File: config.mk
export PLATFORM = sky130hd
export DESIGN_NAME = ms2xs_sparse
export DESIGN_NICKNAME = d
export VERILOG_FILES = /design/src/rtl/ntru_pkg.sv /design/src/rtl/ntru_lane_au.sv /design/src/rtl/ms2xs_sparse.sv
export SDC_FILE = /design/constraint.sdc
export NUM_CORES = 1
export LEC_CHECK = 0
export BUFFER_PORTS_ARGS = -buffer_cell sky130_fd_sc_hd__buf_4
export CAP_MARGIN = 0
export CORE_ASPECT_RATIO = 2
export CORE_MARGIN = 4
export CORE_UTILIZATION = 50
export DETAILED_ROUTE_END_ITERATION = 8
export PLACE_DENSITY = 0.65
export SYNTH_ARGS = -nofsm -noshare
export SYNTH_HDL_FRONTEND = slang
export SYNTH_HIERARCHICAL = 1
export SYNTH_SLANG_ARGS = --single-unit
export TNS_END_PERCENT = 5
File: constraint.sdc
create_clock -name clk -period 8.25 [get_ports clk]
set_input_delay 0.4125 -clock clk [delete_from_list [all_inputs] [get_ports clk]]
set_output_delay 0.4125 -clock clk [all_outputs]
set_load 0.005 [all_outputs]
File: src/rtl/ntru_pkg.sv
// Shared definitions for the sparse ternary polynomial multiplier.
//   clog2 / idx_width : index width helpers
//   ch_count          : cycles needed to sweep N coefficients with M lanes
//   R_*               : encodings of the ternary r coefficient in the input beat
//   state_t           : multiplier FSM states
package ntru_pkg;

    function automatic int unsigned clog2(input int unsigned v);
        int unsigned res;
        res = 0;
        for (longint unsigned p = 1; p < v; p = p << 1) begin
            res++;
        end
        return res;
    endfunction

    // Never returns 0 so it can size a vector directly.
    function automatic int unsigned idx_width(input int unsigned v);
        return (clog2(v) == 0) ? 1 : clog2(v);
    endfunction

    function automatic int unsigned ch_count(input int unsigned n, input int unsigned m);
        return (n + m - 1) / m;
    endfunction

    localparam logic [1:0] R_ZERO     = 2'b00;
    localparam logic [1:0] R_POS      = 2'b01;
    localparam logic [1:0] R_ZERO_ALT = 2'b10;
    localparam logic [1:0] R_NEG      = 2'b11;

    typedef enum logic [1:0] {IDLE, LOAD, MULT, OUT} state_t;

endpackage

File: src/rtl/ntru_lane_au.sv
// One arithmetic lane: e_next = e_cur +/- h_coef (mod 2^QW) when enabled.
//   en     : lane active this cycle (otherwise e_cur passes through)
//   sub    : 1 -> subtract, 0 -> add
//   e_cur  : current accumulator coefficient
//   h_coef : h coefficient to fold in
//   e_next : updated coefficient
module ntru_lane_au
    import ntru_pkg::*;
#(
    parameter int unsigned QW = 11
) (
    input  logic          en,
    input  logic          sub,
    input  logic [QW-1:0] e_cur,
    input  logic [QW-1:0] h_coef,
    output logic [QW-1:0] e_next
);

    always_comb begin
        e_next = e_cur;
        if (en) begin
            e_next = sub ? (e_cur - h_coef) : (e_cur + h_coef);
        end
    end

endmodule

File: src/rtl/ms2xs_sparse.sv
// Sparse ternary polynomial multiply-accumulate: e = init + r*h mod (x^N - 1), mod 2^QW.
//   clk, reset           : clock, synchronous active-low reset
//   din_*                : AXI-Stream input, one beat per coefficient (h, r, m, tag)
//   acc_en               : sampled on beat 0; 1 -> e starts at m, 0 -> e starts at 0
//   dout_*               : AXI-Stream output, e[0..N-1] with the captured tag
//   mult_done            : pulse the cycle after the final output handshake
//   err                  : sticky error (early tlast or index-list overflow)
module ms2xs_sparse
    import ntru_pkg::*;
#(
    parameter int unsigned D_WIDTH = 32,
    parameter int unsigned N       = 11,
    parameter int unsigned QW      = 11,
    parameter int unsigned M       = 1,
    parameter int unsigned MAX_NNZ = 7
) (
    input  logic               clk,
    input  logic               reset,
    input  logic [D_WIDTH-1:0] din_tdata,
    input  logic               din_tvalid,
    input  logic               din_tlast,
    output logic               din_tready,
    input  logic               acc_en,
    output logic [D_WIDTH-1:0] dout_tdata,
    output logic               dout_tvalid,
    output logic               dout_tlast,
    input  logic               dout_tready,
    output logic               mult_done,
    output logic               err
);

    localparam int unsigned CH = ch_count(N, M);
    localparam int unsigned IW = idx_width(N);
    localparam int unsigned JW = idx_width(2 * N + M) + 1;
    localparam int unsigned CW = idx_width(CH);
    localparam int unsigned NW = idx_width(MAX_NNZ + 1);

    state_t        state_q, state_d;
    logic [IW-1:0] cnt_q;  // input beat index, then output index
    logic [NW-1:0] nnz_q, nnz_d, ent_q;
    logic [CW-1:0] ch_q;
    logic          setup_q, acc_q, ovf_q, ovf_d, err_q, err_d, done_q;
    logic [1:0]    tag_q;

    logic [QW-1:0] h_q [N];
    logic [QW-1:0] e_q [N];
    logic [IW-1:0] idx_q [MAX_NNZ];
    logic          neg_q [MAX_NNZ];

    logic          din_hs, dout_hs, first_beat, last_idx, early_last, beat_end;
    logic          r_nz, r_neg, append, mult_run, ch_last, ent_last;
    logic [1:0]    r_code;
    logic [QW-1:0] din_h, din_m, init_m;
    logic [NW-1:0] slot;

    logic          unused_din;
    assign unused_din = ^{din_tdata[D_WIDTH-1:26], din_tdata[23:QW+4]};

    assign din_tready = reset && (state_q == IDLE || state_q == LOAD);
    assign din_hs     = din_tvalid && din_tready;
    assign dout_hs    = dout_tvalid && dout_tready;
    assign first_beat = (state_q == IDLE);
    assign last_idx   = (cnt_q == IW'(N - 1));
    assign early_last = din_tlast && !last_idx;
    assign beat_end   = last_idx || din_tlast;

    assign din_h  = din_tdata[QW+3:4];
    assign din_m  = din_tdata[1] ? '1 : QW'(din_tdata[0]);
    assign init_m = (first_beat ? acc_en : acc_q) ? din_m : '0;
    assign r_code = din_tdata[3:2];
    assign r_nz   = (r_code == R_POS) || (r_code == R_NEG);
    assign r_neg  = (r_code == R_NEG);
    assign slot   = first_beat ? '0 : nnz_q;

    assign mult_run = (state_q == MULT) && !setup_q;
    assign ch_last  = (ch_q == CW'(CH - 1));
    assign ent_last = (ent_q == nnz_q - NW'(1));

    // Index list bookkeeping; a new frame restarts from an empty list.
    always_comb begin
        nnz_d  = nnz_q;
        ovf_d  = ovf_q;
        err_d  = err_q;
        append = 1'b0;
        if (din_hs) begin
            if (first_beat) begin
                nnz_d = '0;
                ovf_d = 1'b0;
                err_d = 1'b0;
            end
            if (r_nz) begin
                if (nnz_d == NW'(MAX_NNZ)) begin
                    ovf_d = 1'b1;
                    err_d = 1'b1;
                end else begin
                    append = 1'b1;
                    nnz_d  = nnz_d + NW'(1);
                end
            end
            if (early_last) begin
                err_d = 1'b1;
            end
        end
    end

    always_comb begin
        state_d = state_q;
        case (state_q)
            IDLE, LOAD: if (din_hs) state_d = beat_end ? MULT : LOAD;
            MULT: if (setup_q ? (nnz_q == '0) : (ch_last && ent_last)) state_d = OUT;
            OUT: if (dout_hs && last_idx) state_d = IDLE;
            default: state_d = IDLE;
        endcase
    end

    always_ff @(posedge clk) begin
        if (!reset) begin
            state_q <= IDLE;
            cnt_q   <= '0;
            nnz_q   <= '0;
            ent_q   <= '0;
            ch_q    <= '0;
            setup_q <= 1'b0;
            acc_q   <= 1'b0;
            ovf_q   <= 1'b0;
            err_q   <= 1'b0;
            done_q  <= 1'b0;
            tag_q   <= '0;
        end else begin
            state_q <= state_d;
            nnz_q   <= nnz_d;
            ovf_q   <= ovf_d;
            err_q   <= err_d;
            done_q  <= dout_hs && last_idx;
            if (din_hs) begin
                cnt_q <= beat_end ? '0 : cnt_q + IW'(1);
                if (first_beat) begin
                    acc_q <= acc_en;
                    tag_q <= din_tdata[25:24];
                end
                if (beat_end) begin
                    setup_q <= 1'b1;
                    ent_q   <= '0;
                    ch_q    <= '0;
                end
            end
            if (state_q == MULT) begin
                if (setup_q) begin
                    setup_q <= 1'b0;
                end else if (ch_last) begin
                    ch_q  <= '0;
                    ent_q <= ent_q + NW'(1);
                end else begin
                    ch_q <= ch_q + CW'(1);
                end
            end
            if (dout_hs) begin
                cnt_q <= last_idx ? '0 : cnt_q + IW'(1);
            end
        end
    end

    // Lane l handles j = ch*M + l and targets e[(i + j) mod N] for list entry i.
    logic [JW-1:0] lane_j [M];
    logic [JW-1:0] lane_s [M];
    logic [IW-1:0] lane_t [M];
    logic [IW-1:0] lane_hi [M];
    logic          lane_act [M];
    logic [QW-1:0] lane_e [M];

    always_comb begin
        for (int l = 0; l < M; l++) begin
            lane_j[l]   = JW'(ch_q) * JW'(M) + JW'(l);
            lane_act[l] = mult_run && (lane_j[l] < JW'(N));
            lane_s[l]   = JW'(idx_q[ent_q]) + lane_j[l];
            if (lane_s[l] >= JW'(N)) begin
                lane_s[l] = lane_s[l] - JW'(N);
            end
            lane_t[l]  = IW'(lane_s[l]);
            lane_hi[l] = IW'(lane_j[l]);
        end
    end

    for (genvar l = 0; l < M; l++) begin : g_lane
        ntru_lane_au #(
            .QW(QW)
        ) u_au (
            .en     (lane_act[l]),
            .sub    (neg_q[ent_q]),
            .e_cur  (e_q[lane_t[l]]),
            .h_coef (h_q[lane_hi[l]]),
            .e_next (lane_e[l])
        );
    end

    // Storage is not reset: every location is written during load before use.
    always_ff @(posedge clk) begin
        if (din_hs) begin
            for (int k = 0; k < N; k++) begin
                if (IW'(k) == cnt_q) begin
                    h_q[k] <= din_h;
                    e_q[k] <= init_m;
                end else if (early_last && IW'(k) > cnt_q) begin
                    h_q[k] <= '0;
                    e_q[k] <= '0;
                end
            end
            if (append) begin
                idx_q[slot] <= cnt_q;
                neg_q[slot] <= r_neg;
            end
        end
        for (int l = 0; l < M; l++) begin
            if (lane_act[l]) begin
                e_q[lane_t[l]] <= lane_e[l];
            end
        end
    end

    always_comb begin
        dout_tdata = '0;
        if (state_q == OUT) begin
            dout_tdata[QW+1:QW] = tag_q;
            if (!ovf_q) begin
                dout_tdata[QW-1:0] = e_q[cnt_q];
            end
        end
    end

    assign dout_tvalid = (state_q == OUT);
    assign dout_tlast  = dout_tvalid && last_idx;
    assign mult_done   = done_q;
    assign err         = err_q;

endmodule

==> flow_summary_export.csv, run 1 <==
group,metric,value,unit
power_and_ir_drop,p_per_area,201,nW/µm²
sta,fin_skew,0.0215,ns
layout,final_cell_mix,"321 x edfxtp_1, 96 x nand2_1, 93 x mux2i_1",
setup_path,crit_type,"flop to flop",
logic_synthesis,netlist_instances,1626,
detailed_routing,routed_wl,60.8,mm
placed_design,post-place-cells,2114,
setup_path,worstRegToRegCells,23,
placed_design,portBuffers,40,
placed_design,place_congestion,0.957,
die,std_cell_rows,104,
global_routing,grtUsageTotal,28.0,%
setup_path,cp.arrival,7.87,ns
global_routing,grt_pass1_vias,14500,
clock_tree,clk_pin_slew_worst_paths,0.06,ns
layout,layout_commonest_cell,"edfxtp_1",
die,start_util,50.4,%
layout,area_delta_synth_final,9.06,%
sta,period_minus_slack,7.58,ns
sta,fmax,132,MHz
global_routing,grt_pass1_wl,90.6,mm
setup_path,crit_path_start_kind,"flop",
hold_path,holdPathStages,3,
setup_path,r2r_start,"ent_q[0]$_SDFF_PN0_",
detailed_routing,drt-initial-drc-count,1224,
setup_path,critPathSlowestCell,"dfxtp_1",
die,die_w,150,µm
die,coreArea,40100,µm²
die,die_area,43900,µm²
clock_tree,clk_latency,0.54,ns
logic_synthesis,avgSynthCellArea,12.4,µm²
detailed_routing,drtAntennaViolNets,0,
die,ios,75,
sta,finalMaxSlewViolations,0,
power_and_ir_drop,p_leak,7.90,nW
flow_run,cap_violations,0,
logic_synthesis,ys.flop_type,"edfxtp_1",
global_routing,antenna_found_initial,0,
setup_path,rrSetupSlack,0.67,ns
detailed_routing,wire_per_inst,28.0,µm
hold_path,hp-start,"acc_en",
detailed_routing,dr.pass1.iters,5,
logic_synthesis,ys_async_sr_fraction,0,%
setup_path,endpoint_kind,"flop",
layout,fillers,3405,
clock_tree,tritoncts,"yes",
hold_path,whs_endpoint,"acc_q$_SDFFE_PN0P_",
logic_synthesis,ys_warn_count,6,
sta,period_share,91.9,%
clock_tree,holdBufCountCts,0,
global_routing,grt_max_degree,51,
detailed_routing,avgViaCountPerCell,6.50,
sta,setup_tns,0,ns
setup_path,max_stage_delay,0.73,ns
setup_path,cp_max_fo,38,
logic_synthesis,synthDistinctLibCells,85,
layout,nNetsFinal,1683,
clock_tree,post_cts_buffers,0,
detailed_routing,drc_errors,0,
global_routing,gr-total-overflow,0,
die,die_y,292,µm
setup_path,critPathRequiredTime,8.54,ns
sta,worst_pin_slew,1.33,ns
hold_path,hold_class,"input port to flop",
detailed_routing,dr_total_vias,14100,
sta,max-slew-margin-rel,8.91,%
clock_tree,cts_buffer_depth,3,
clock_tree,cts_buffers,34,
setup_path,crit_start,"ent_q[0]$_SDFF_PN0_",
setup_path,cp_top_family,"compound AO/OA/AOI/OAI gates",
layout,final_cells,2175,
logic_synthesis,ys_seq_area_share,51.4,%
clock_tree,cts.sinks,359,
placed_design,dpl.hpwl,42.8,mm
sta,setup_viol,0,
sta,finalHoldViolations,0,
layout,drive_gt1_share,19.8,%
clock_tree,htreeDepth,2,
outcome,outcome,"completed",
power_and_ir_drop,total_power,0.00443,W
setup_path,crit_chain,"mux4_2, mux2_2, ha_1, fa_1, ha_1, buf_4, inv_1, o31ai_1, o32a_1, buf_4, nand2_2, buf_4, mux2i_1, o221a_2, o2111ai_1, ha_1, nor2b_1, o21a_1, o21ai_4, a31oi_1, mux2i_1, nand2_1, a31o_2",
logic_synthesis,synth_seq_cells,359,
logic_synthesis,synth_edf_count,321,
clock_tree,clockRootBuffer,"clkbuf_16",
setup_path,worst-path-buf-inv,4,
sta,grt_setup_unrepaired,"false",
power_and_ir_drop,ir_drop,0.000200,V
clock_tree,post_cts_resized,0,
logic_synthesis,netlist_area,20200,µm²
setup_path,r2r-end,"e_q[7][7]$_DFFE_PP_",
## Yosys cell counts (29+ instances only)
master / instances / share of area, %
edfxtp_1: 321 / 48
nand2_1: 96 / 1.8
mux2i_1: 93 / 4.6
and2_1: 84 / 2.6
clkbuf_1: 82 / 1.5
mux4_2: 82 / 9.1
a21o_1: 69 / 2.6
o21ai_0: 61 / 1.5
a21oi_1: 52 / 1.3
nor2_1: 45 / 0.84
nor2b_1: 42 / 1.3
dfxtp_1: 38 / 3.8
buf_2: 33 / 0.82
nand3_1: 32 / 0.79
a31o_2: 31 / 1.3
a211oi_1: 29 / 1.1
## where the power goes
part	internal (W)	leakage (nW)	switching, W
Sequential	0.00207	3.26	0.0000273
Combinational	0.000293	4.12	0.000513
Clock	0.000835	0.514	0.000691
Total	0.00319	7.90	0.00123
## flip-flops by register name, indices dropped and copies added (netlist names), named ones only
name and cells:
h_q 121, nnz_q 3, ent_q 3, neg_q 7
cnt_q 4, err 1, ovf_q 1, state_q 2
mult_done 1, ch_q 4, tag_q 2, setup_q 1
e_q 176, idx_q 28, acc_q 1
## worst min-delay path, delay by kind of cell
family / cells / cell delay [ns]
buffers and inverters: 1 / 0.08
and+or+nand+nor: 2 / 0.08
## stage by stage
| step | setup WS, ns | hold WS (ns) | cell area [µm²] | utilization [%] |
|---|---|---|---|---|
| 6_report | 0.672 | 0.0877 | 22000 | 55.0 |
| 5_1_grt | 0.329 | 0.0979 | 22000 | 55.0 |
| 4_1_cts | 0.694 | 0.0672 | 22000 | 55.0 |
| 3_5_place_dp | 0.702 | 0.448 | 21000 | 52.4 |
| 3_3_place_gp | 0.830 | 0.438 | 21000 | 52.4 |
| 2_1_floorplan | 1.65 | 0.431 | 20300 | - |
## metal layers
layer	track usage [%]	vias to the layer above	wire length, µm	part of all wire (%)
li1	-	6262	-	-
met1	30.1	7102	20300	33
met2	49.7	560	32000	53
met3	3.02	203	2960	4.9
met4	21.2	0	5620	9.2
met5	0	-	0	0
## layout make-up
type | instances | area (µm²) | share of cell area (%)
Inverter | 29 | 109 | 0.494
Tap cell | 530 | 663 | 3.01
Timing Repair Buffer | 90 | 676 | 3.06
Clock buffer | 44 | 930 | 4.22
Sequential cell | 359 | 10400 | 47.2
Antenna cell | 1 | 2.50 | 0.0113
Clock inverter | 16 | 123 | 0.556
Multi-Input combinational cell | 1106 | 9140 | 41.5
## cells by family (layout without fill, tap and decap cells)
group                    count (synthesis)  after routing  synth area share [%]
flip-flops                             359            359                  51.4
XOR/XNOR                                23             23                  1.07
AO/OA/AOI/OAI                          409            409                  15.4
buffers and inverters                  179            179                  3.95
other                                    1             20                0.0185
multiplexers                           187            187                  14.4
adder cells (fa/ha/maj)                 25             25                  1.62
AND/OR/NAND/NOR                        443            443                  12.0
## worst max-delay path by stage
stage / end / cells after the start
after floorplan: e_q[10][8]$_DFFE_PP_ / 26
after global placement: e_q[7][7]$_DFFE_PP_ / 22
after detailed placement: e_q[7][7]$_DFFE_PP_ / 23
after CTS: e_q[7][7]$_DFFE_PP_ / 23
after global routing: e_q[7][7]$_DFFE_PP_ / 23
final: e_q[7][7]$_DFFE_PP_ / 23
No activity file was read; power rests on OpenSTA's default activity.
==> inputs of run 2 (changes only) <==
--- a/config.mk
+++ b/config.mk
@@ -5,6 +5,7 @@
 export SDC_FILE = /design/constraint.sdc
 export NUM_CORES = 1
 export LEC_CHECK = 0
+export ABC_AREA = 1
 export BUFFER_PORTS_ARGS = -buffer_cell sky130_fd_sc_hd__buf_4
 export CAP_MARGIN = 0
 export CORE_ASPECT_RATIO = 2
==> run 2 against run 1 <==
The flow now finishes with violations (design-rule violations); combinational power rose by 140%; setup slack better by 0.079 ns; sequential share of layout area rose by 0.99 points; synthesized cell count is 44% higher; critical path depth increased by 7; hold slack got worse by 0.019 ns; critical path type unchanged; largest cell class unchanged.
==> flow_summary_export.csv, run 2 <==
group,metric,value,unit
outcome,outcome,"complete, but fails checks",
outcome,violations,"design-rule violations",
logic_synthesis,synth.area.top_cells,"edfxtp_1 49%, nand3_1 7.6%, nand2_1 7.0%, o21ai_0 6.9%, inv_1 5.8%",
layout,layout_commonest_cell,"nand2_1",
hold_path,holdPathStages,1,
die,ios,75,
placed_design,place_congestion,0.995,
logic_synthesis,ys_warn_count,6,
die,coreArea,39300,µm²
layout,final_cell_area,21600,µm²
layout,largest_reg_flops,176,
setup_path,r2r-end,"e_q[1][5]$_DFFE_PP_",
logic_synthesis,avgSynthCellArea,8.49,µm²
layout,largest_register,"e_q",
setup_path,max_stage_delay,0.72,ns
setup_path,crit_path_start_kind,"flop",
placed_design,dpl.hpwl,45.2,mm
layout,reg.largest.list,"e_q: 176 flops, h_q: 121 flops, idx_q: 28 flops",
detailed_routing,drc_errors,1,
sta,grt_setup_unrepaired,"false",
detailed_routing,dr.pass1.iters,9,
logic_synthesis,netlist_instances,2338,
logic_synthesis,yosysTopAreaCell,"edfxtp_1",
global_routing,grtUsageTotal,29.7,%
clock_tree,cts_buffers,34,
global_routing,grt_max_degree,71,
power_and_ir_drop,p_leak,8.85,nW
sta,setup_tns,0,ns
power_and_ir_drop,p_per_area,268,nW/µm²
logic_synthesis,netlist_area,19800,µm²
logic_synthesis,ys_seq_area_share,52.4,%
global_routing,grt_pass1_vias,16400,
setup_path,endpoint_kind,"flop",
logic_synthesis,ys.flop_type,"edfxtp_1",
die,die_area,43100,µm²
logic_synthesis,ys_async_sr_fraction,0,%
clock_tree,clk_pin_slew_worst_paths,0.07,ns
clock_tree,post_cts_buffers,0,
logic_synthesis,synthDistinctLibCells,50,
clock_tree,cts.sinks,359,
sta,setup_viol,0,
setup_path,critPathRequiredTime,8.62,ns
sta,max-slew-margin-rel,13.6,%
logic_synthesis,synth_seq_cells,359,
sta,finalHoldViolations,0,
layout,area_delta_synth_final,8.77,%
layout,antenna_cells,0,
logic_synthesis,synth_top_area_share,48.6,%
clock_tree,cts_buffer_depth,3,
die,start_util,50.5,%
hold_path,hp-start,"din_tdata[7]",
layout,nNetsFinal,2374,
global_routing,antenna_found_initial,0,
detailed_routing,drtAntennaViolNets,0,
die,die_y,290,µm
logic_synthesis,synth.most_common_cell,"nand2_1",
detailed_routing,routed_wl,65.1,mm
placed_design,portBuffers,40,
detailed_routing,dr_total_vias,17000,
die,std_cell_rows,103,
setup_path,crit_type,"flop to flop",
setup_path,cpMostUsedCell,"nand2_1",
setup_path,cp.arrival,7.87,ns
global_routing,grt_pass1_wl,96.1,mm
clock_tree,holdBufCountCts,0,
clock_tree,htreeDepth,2,
sta,period_share,90.9,%
sta,period_minus_slack,7.50,ns
clock_tree,clockRootBuffer,"clkbuf_16",
setup_path,r2r_start,"ent_q[0]$_SDFF_PN0_",
detailed_routing,wire_per_inst,22.7,µm
setup_path,rrSetupSlack,0.75,ns
flow_run,cap_violations,0,
sta,fmax,133,MHz
clock_tree,tritoncts,"yes",
layout,final_cell_mix,"370 x nand2_1, 321 x edfxtp_1, 306 x inv_1",
hold_path,whs_endpoint,"h_q[0][3]$_DFFE_PP_",
clock_tree,clk_latency,0.54,ns
setup_path,worstRegToRegCells,30,
setup_path,cp_top_family,"buffers and inverters",
detailed_routing,avgViaCountPerCell,5.94,
detailed_routing,drt-initial-drc-count,1469,
setup_path,cp_max_fo,34,
setup_path,worst-path-buf-inv,7,
layout,drive_gt1_share,8.60,%
setup_path,critPathSlowestCell,"dfxtp_1",
global_routing,gr-total-overflow,0,
logic_synthesis,synth_edf_count,321,
logic_synthesis,yosys-top-cells-count,"370 x nand2_1, 321 x edfxtp_1, 306 x inv_1, 300 x nand3_1, 274 x o21ai_0",
hold_path,hold_class,"input port to flop",
sta,fin_skew,0.0186,ns
die,die_w,149,µm
placed_design,place_area,20500,µm²
sta,finalMaxSlewViolations,0,
sta,worst_pin_slew,1.29,ns
power_and_ir_drop,ir_drop,0.000193,V
clock_tree,post_cts_resized,0,
## run 2: cell types whose count changed after synthesis, moves of 82 or more
cell | before | now
mux4_2 | 82 | 0
nor2_1 | 45 | 193
and2_1 | 84 | 0
o21ai_0 | 61 | 274
nand3_1 | 32 | 300
mux2i_1 | 93 | 1
nand2_1 | 96 | 370
inv_1 | 28 | 306
a21oi_1 | 52 | 149
## run 2: final cells by class
class | count | area (µm²)
inverter | 330 | 1240
fill | 3638 | 17700
multi-input combinational | 1506 | 7560
timing repair buffer | 80 | 626
sequential | 359 | 10400
clock buffer | 45 | 966
clock inverter | 17 | 140
tap | 525 | 657
## run 2: cell families after synthesis
| logic type | share of synthesized area (%) |
|---|---|
| fa+ha+maj | 1.65 |
| mux | 0.0504 |
| compound gates | 14.9 |
| buf+inv | 10.0 |
| simple gates | 20.1 |
| other cells | 0.0189 |
| xor+xnor | 0.927 |
| flops | 52.4 |
## run 2: where the power goes
part / leakage (nW) / switching [W] / internal [W] / total [W]
Combinational: 5.04 / 0.00148 / 0.000492 / 0.00197
Sequential: 3.28 / 0.0000391 / 0.00217 / 0.00221
Clock: 0.533 / 0.000730 / 0.000871 / 0.00160
Total: 8.85 / 0.00225 / 0.00353 / 0.00578
## run 2: worst max-delay path by stage
stage                        start  depth (start not counted)  slack (ns)                   end
2_1_floorplan  ent_q[0]$_SDFF_PN0_                         37        2.88   e_q[0][8]$_DFFE_PP_
3_3_place_gp   ent_q[0]$_SDFF_PN0_                         30        1.09  e_q[10][5]$_DFFE_PP_
5_1_grt        ent_q[0]$_SDFF_PN0_                         31        0.36   e_q[9][5]$_DFFE_PP_
3_5_place_dp   ent_q[0]$_SDFF_PN0_                         30        0.94   e_q[1][5]$_DFFE_PP_
4_1_cts        ent_q[0]$_SDFF_PN0_                         30        0.92   e_q[1][5]$_DFFE_PP_
6_report       ent_q[0]$_SDFF_PN0_                         30        0.75   e_q[1][5]$_DFFE_PP_
## run 2: routing by layer
layer	GRT usage (%)	part of all wire, %	up-vias
met3	2.93	5.6	247
met4	21.3	8.6	0
met1	30.7	33	8122
met2	55.1	53	795
met5	0	0	-
li1	-	-	7823
## run 2: metrics by stage
stage | power (W) | util [%] | worst slack (ns) | instances | hold WS, ns
after floorplan | 0.00350 | - | 2.88 | 2356 | 0.430
after global placement | 0.00414 | 52.1 | 1.09 | 2800 | 0.440
after detailed placement | 0.00418 | 52.1 | 0.944 | 2800 | 0.449
after CTS | 0.00576 | 54.9 | 0.920 | 2862 | 0.0467
after global routing | 0.00600 | 54.9 | 0.363 | 2862 | 0.0589
final | 0.00578 | 54.9 | 0.751 | 2862 | 0.0685
